===== src/rtl/fetch_queue.sv =====
// Instruction fetch unit: issues one word-aligned fetch at a time and queues returned
// instructions with their PCs in a DEPTH-entry circular buffer toward decode.
module fetch_queue #(
   parameter int unsigned DEPTH    = 4,
   parameter logic [31:0] RESET_PC = 32'h0000_0000
) (
   input  logic                     clk,
   input  logic                     rst,
   input  logic                     redirect,
   input  logic [31:0]              redirect_pc,
   output logic                     mem_req,
   output logic [31:0]              mem_addr,
   input  logic                     mem_gnt,
   input  logic                     mem_rvalid,
   input  logic [31:0]              mem_rdata,
   output logic                     out_valid,
   output logic [31:0]              out_instr,
   output logic [31:0]              out_pc,
   input  logic                     out_ready,
   output logic [$clog2(DEPTH):0]   count
);

   localparam int unsigned PtrW = $clog2(DEPTH);
   localparam logic [PtrW:0] FullCnt = (PtrW + 1)'(DEPTH);

   typedef enum logic [1:0] {StIdle, StWait, StDrop} state_e;

   state_e            state_q, state_d;
   logic [31:0]       fetch_pc_q, fetch_pc_d;
   logic [31:0]       req_pc_q, req_pc_d;
   logic [PtrW:0]     count_q, count_d;
   logic [PtrW-1:0]   head_q, head_d;
   logic [PtrW-1:0]   tail_q, tail_d;
   logic [31:0]       instr_mem_q [DEPTH];
   logic [31:0]       pc_mem_q    [DEPTH];

   logic issue;
   logic push_en;
   logic pop_en;

   always_comb begin
      issue   = (state_q == StIdle) && rst && !redirect && (count_q < FullCnt);
      push_en = (state_q == StWait) && rst && !redirect && mem_rvalid;
      pop_en  = out_valid && out_ready && !redirect;
   end

   always_comb begin
      state_d    = state_q;
      fetch_pc_d = fetch_pc_q;
      req_pc_d   = req_pc_q;
      count_d    = count_q;
      head_d     = head_q;
      tail_d     = tail_q;

      if (redirect) begin
         count_d    = '0;
         head_d     = '0;
         tail_d     = '0;
         fetch_pc_d = {redirect_pc[31:2], 2'b00};
         // The outstanding response is either consumed now or must be dropped later.
         case (state_q)
            StWait:  state_d = mem_rvalid ? StIdle : StDrop;
            StDrop:  state_d = mem_rvalid ? StIdle : StDrop;
            default: state_d = state_q;
         endcase
      end else begin
         case (state_q)
            StIdle: begin
               if (issue && mem_gnt) begin
                  req_pc_d   = fetch_pc_q;
                  fetch_pc_d = fetch_pc_q + 32'd4;
                  state_d    = StWait;
               end
            end
            StWait:  if (mem_rvalid) state_d = StIdle;
            StDrop:  if (mem_rvalid) state_d = StIdle;
            default: state_d = StIdle;
         endcase

         if (push_en) tail_d = tail_q + PtrW'(1);
         if (pop_en)  head_d = head_q + PtrW'(1);
         case ({push_en, pop_en})
            2'b10:   count_d = count_q + (PtrW + 1)'(1);
            2'b01:   count_d = count_q - (PtrW + 1)'(1);
            default: count_d = count_q;
         endcase
      end
   end

   always_ff @(posedge clk) begin
      if (!rst) begin
         state_q    <= StIdle;
         fetch_pc_q <= RESET_PC;
         req_pc_q   <= '0;
         count_q    <= '0;
         head_q     <= '0;
         tail_q     <= '0;
      end else begin
         state_q    <= state_d;
         fetch_pc_q <= fetch_pc_d;
         req_pc_q   <= req_pc_d;
         count_q    <= count_d;
         head_q     <= head_d;
         tail_q     <= tail_d;
      end
   end

   // Payload storage needs no reset; validity is tracked by count_q.
   always_ff @(posedge clk) begin
      if (push_en) begin
         instr_mem_q[tail_q] <= mem_rdata;
         pc_mem_q[tail_q]    <= req_pc_q;
      end
   end

   always_comb begin
      mem_req   = issue;
      mem_addr  = fetch_pc_q;
      out_valid = rst && (count_q != '0);
      out_instr = out_valid ? instr_mem_q[head_q] : 32'h0000_0000;
      out_pc    = out_valid ? pc_mem_q[head_q] : 32'h0000_0000;
      count     = count_q;
   end

endmodule


===== config.mk =====
export PLATFORM = sky130hd
export DESIGN_NAME = fetch_queue
export DESIGN_NICKNAME = d
export VERILOG_FILES = /design/src/rtl/fetch_queue.sv
export SDC_FILE = /design/constraint.sdc
export NUM_CORES = 1
export LEC_CHECK = 0
export CORE_ASPECT_RATIO = 1.2
export CORE_MARGIN = 1
export CORE_UTILIZATION = 40
export DETAILED_ROUTE_END_ITERATION = 12
export SETUP_SLACK_MARGIN = 0.1
export SLEW_MARGIN = 5
export SYNTH_ARGS = -nofsm -noshare
export SYNTH_HDL_FRONTEND = slang
export SYNTH_SLANG_ARGS = --single-unit
export TNS_END_PERCENT = 100

===== constraint.sdc =====
create_clock -name clk -period 3.64 [get_ports clk]
set_input_delay 0.728 -clock clk [delete_from_list [all_inputs] [get_ports clk]]
set_output_delay 0.728 -clock clk [all_outputs]
set_load 0.1 [all_outputs]

==> flow_metrics.env <==
export IMPL_ys_types=58
export IMPL_synth_async_reset_ratio_pct=0
export IMPL_cts_root_buffer="clkbuf_16"
export IMPL_finalNonFillerCells=1444
export IMPL_drv_slew=0
export IMPL_final_antenna_net_count=0
export IMPL_outcome="finished, violations left"
export IMPL_placed_cell_area_um2=15500
export IMPL_synth_edf_count=248
export IMPL_worstPathRequired_ns=2.91
export IMPL_critPathMaxFanout=17
export IMPL_fillerInstances=2599
export IMPL_syn_instance_count=850
export IMPL_vias=7821
export IMPL_tightestPinTransition_ns=0.987
export IMPL_cp_common_cell="buf_4"
export IMPL_endpoint_kind="output pin"
export IMPL_cts_buffers=30
export IMPL_die_h_um=199
export IMPL_critPathSlowestCell="dfxtp_4"
export IMPL_place_inst=1388
export IMPL_grt_pass1_vias=7710
export IMPL_die_area_um2=33000
export IMPL_clock_skew_ns=0.0113
export IMPL_grt_pass1_wl_um=44800
export IMPL_worstPathArrival_ns=2.47
export IMPL_start_util_pct=41.0
export IMPL_critPathMaxStageDelay_ns=0.54
export IMPL_hold_ws_ns=0.482
export IMPL_core_area_um2=31500
export IMPL_yosysWarnings=0
export IMPL_powerDensity_nw_per_um2=463
export IMPL_synth_area_um2=12900
export IMPL_drcViolationCount=6
export IMPL_drt_initial_drc_count=536
export IMPL_gp_congestion=0.811
export IMPL_setup_viol=0
export IMPL_synth_common_cells="edfxtp_1 (248), nand2_1 (84), dfxtp_1 (71)"
export IMPL_dr_pass1_iters=9
export IMPL_layout_nets=1098
export IMPL_num_antenna_cells=0
export IMPL_yosysSeqAreaShare_pct=68.6
export IMPL_power_leakage_nw=5.60
export IMPL_ys_ff_latch=319
export IMPL_finalCriticalPeriod_ns=3.20
export IMPL_crit_chain="buf_4 > mux4_2 > and3_1 > buf_4"
export IMPL_grt_start_max_net_pins=66
export IMPL_cts_tree="yes"
export IMPL_hold_path_class="register to register"
export IMPL_overflow=0
export IMPL_grt_setup_unrepaired="no"
export IMPL_wl_per_cell_um=20.1
export IMPL_setup_tns_ns=0
export IMPL_ys_top_cells_by_area="edfxtp_1 (58%), dfxtp_1 (11%), mux4_2 (11%)"
export IMPL_antenna_found_initial=0
export IMPL_htreeDepth=1
export IMPL_syn_to_final_growth_pct=27.5
export IMPL_synth_top_area_cell="edfxtp_1"
export IMPL_worstSetupPathType="register to output pin"
export IMPL_hold_violations=0
export IMPL_relSlewSlack_pct=34.0
export IMPL_io_buffers=164
export IMPL_final_area_um2=16500
export IMPL_cts_resized_gates=0
export IMPL_place_hpwl_um=18800
export IMPL_routed_wl_um=29000
export IMPL_drive_gt1_share_pct=23.0
export IMPL_cts_reportedPaths_clkPinSlew_ns=0.07
export IMPL_yosysTopAreaCellShare_pct=57.6
export IMPL_peakVddDrop_v=0.000294
export IMPL_grt_usage_pct=17.5
export IMPL_cp_top_family="buffers and inverters"
export IMPL_crit_buf_inv=2
export IMPL_postCtsSetupBuffers=0
export IMPL_clk_latency_ns=0.54
export IMPL_dieWidth_um=166
export IMPL_violations="design-rule violations"
export IMPL_fp_row_count=71
export IMPL_cts_hold_buf=0
export IMPL_cap_viol_max_count=0
export IMPL_post_synth_cell_area_avg_um2=15.2
export IMPL_fin_crit_sh_pct=87.9
export IMPL_clock_path_buffers=3
export IMPL_synth_top_flop_cell="edfxtp_1"
export IMPL_start_kind="register"
export IMPL_yosysMostFrequentCell="edfxtp_1"
export IMPL_cts_sinks=319
export IMPL_ios=171
export IMPL_via_per_inst=5.42
export IMPL_max_freq_ghz=0.313
per-stage QoR:
| step | setup WS (ns) | power (mW) | utilization, % |
|---|---|---|---|
| 3_5_place_dp | 0.592 | 4.56 | 49.0 |
| 6_report | 0.441 | 7.64 | 52.3 |
| 4_1_cts | 0.350 | 7.73 | 52.3 |
| 2_1_floorplan | 0.108 | 4.37 | - |
| 3_3_place_gp | 0.562 | 4.56 | 49.0 |
| 5_1_grt | 0.268 | 7.89 | 52.3 |
worst reg2reg max path, stage by stage, from the launching register on:
cell and delay (ns):
dfxtp_1 0.50, or3_2 0.21, buf_12 0.22, and3_1 0.24, ha_1 0.20, inv_1 0.06, fa_1 0.37, xor2_1 0.16
or3_1 0.30, a21oi_1 0.14
power by group:
group | total, mW | leakage (nW) | switching, mW | internal (mW)
clock network | 3.16 | 0.516 | 1.28 | 1.88
logic | 0.488 | 2.25 | 0.334 | 0.154
registers | 3.99 | 2.84 | 0.0590 | 3.94
total | 7.64 | 5.60 | 1.67 | 5.97
final cells by class:
type / instances / area [µm²] / share of cell area [%]
Multi-Input combinational cell: 459 / 3750 / 22.7
Tap cell: 401 / 502 / 3.04
Clock buffer: 47 / 960 / 5.82
Timing Repair Buffer: 195 / 2280 / 13.8
Inverter: 14 / 52.6 / 0.319
Sequential cell: 319 / 8880 / 53.8
Clock inverter: 9 / 70.1 / 0.425
kinds of logic after synthesis:
group                      count (synthesis)  synth area share (%)
AOI/OAI and AO/OA                        103                  4.86
xor gates and xnor gates                  12                 0.813
adders and majority gates                  9                 0.929
buffers and inverters                     75                  2.62
DFF                                      319                  68.6
muxes                                     63                  10.9
other                                      1                0.0290
and+or+nand+nor                          268                  11.3
worst paths after layout:
path                    from             to  slack [ns]  cells after the start
hold reg to reg   state_q[1]     state_q[1]        0.48                      2
setup / recovery    register  out_instr[25]        0.44                      4
hold / removal    state_q[1]     state_q[1]        0.48                      2
setup reg to reg    count[2]       count[2]        1.18                      9
sequential cells by signal, summed over array words and instances (netlist names), named ones only:
signal	cells
tail_q	2
mem_addr	30
head_q	2
pc_mem_q	120
req_pc_q	30
state_q	2
instr_mem_q	128
count	3
cell usage in the layout (no fill, tap or decap), types with 4 or more instances in the layout:
cell type        count
nand3_1             10
buf_12              48
inv_1               14
nand2_1             84
clkdlybuf4s50_1     86
buf_4               60
nand4_1             17
nor3_1              10
a31oi_1             19
and3_1              69
clkbuf_1             7
mux4_2              62
nor2_1              20
or4_1                5
clkbuf_8             6
dfxtp_1             69
and2_1               9
conb_1               4
clkinv_2             8
edfxtp_1           248
ha_1                 8
a21oi_1             39
nor4_1               5
or3_1                7
o221ai_1             7
clkbuf_16           34
and2_4               4
o21ai_0             21
xor2_1               9
routing by layer:
layer | global-route usage (%) | vias up | share of wire (%)
met4 | 4.19 | 0 | 1.3
met5 | 0 | - | 0
met2 | 29.5 | 206 | 49
met1 | 23.8 | 3939 | 45
met3 | 2.92 | 25 | 4.8
li1 | - | 3651 | -
(Power assumes the default switching activity.)
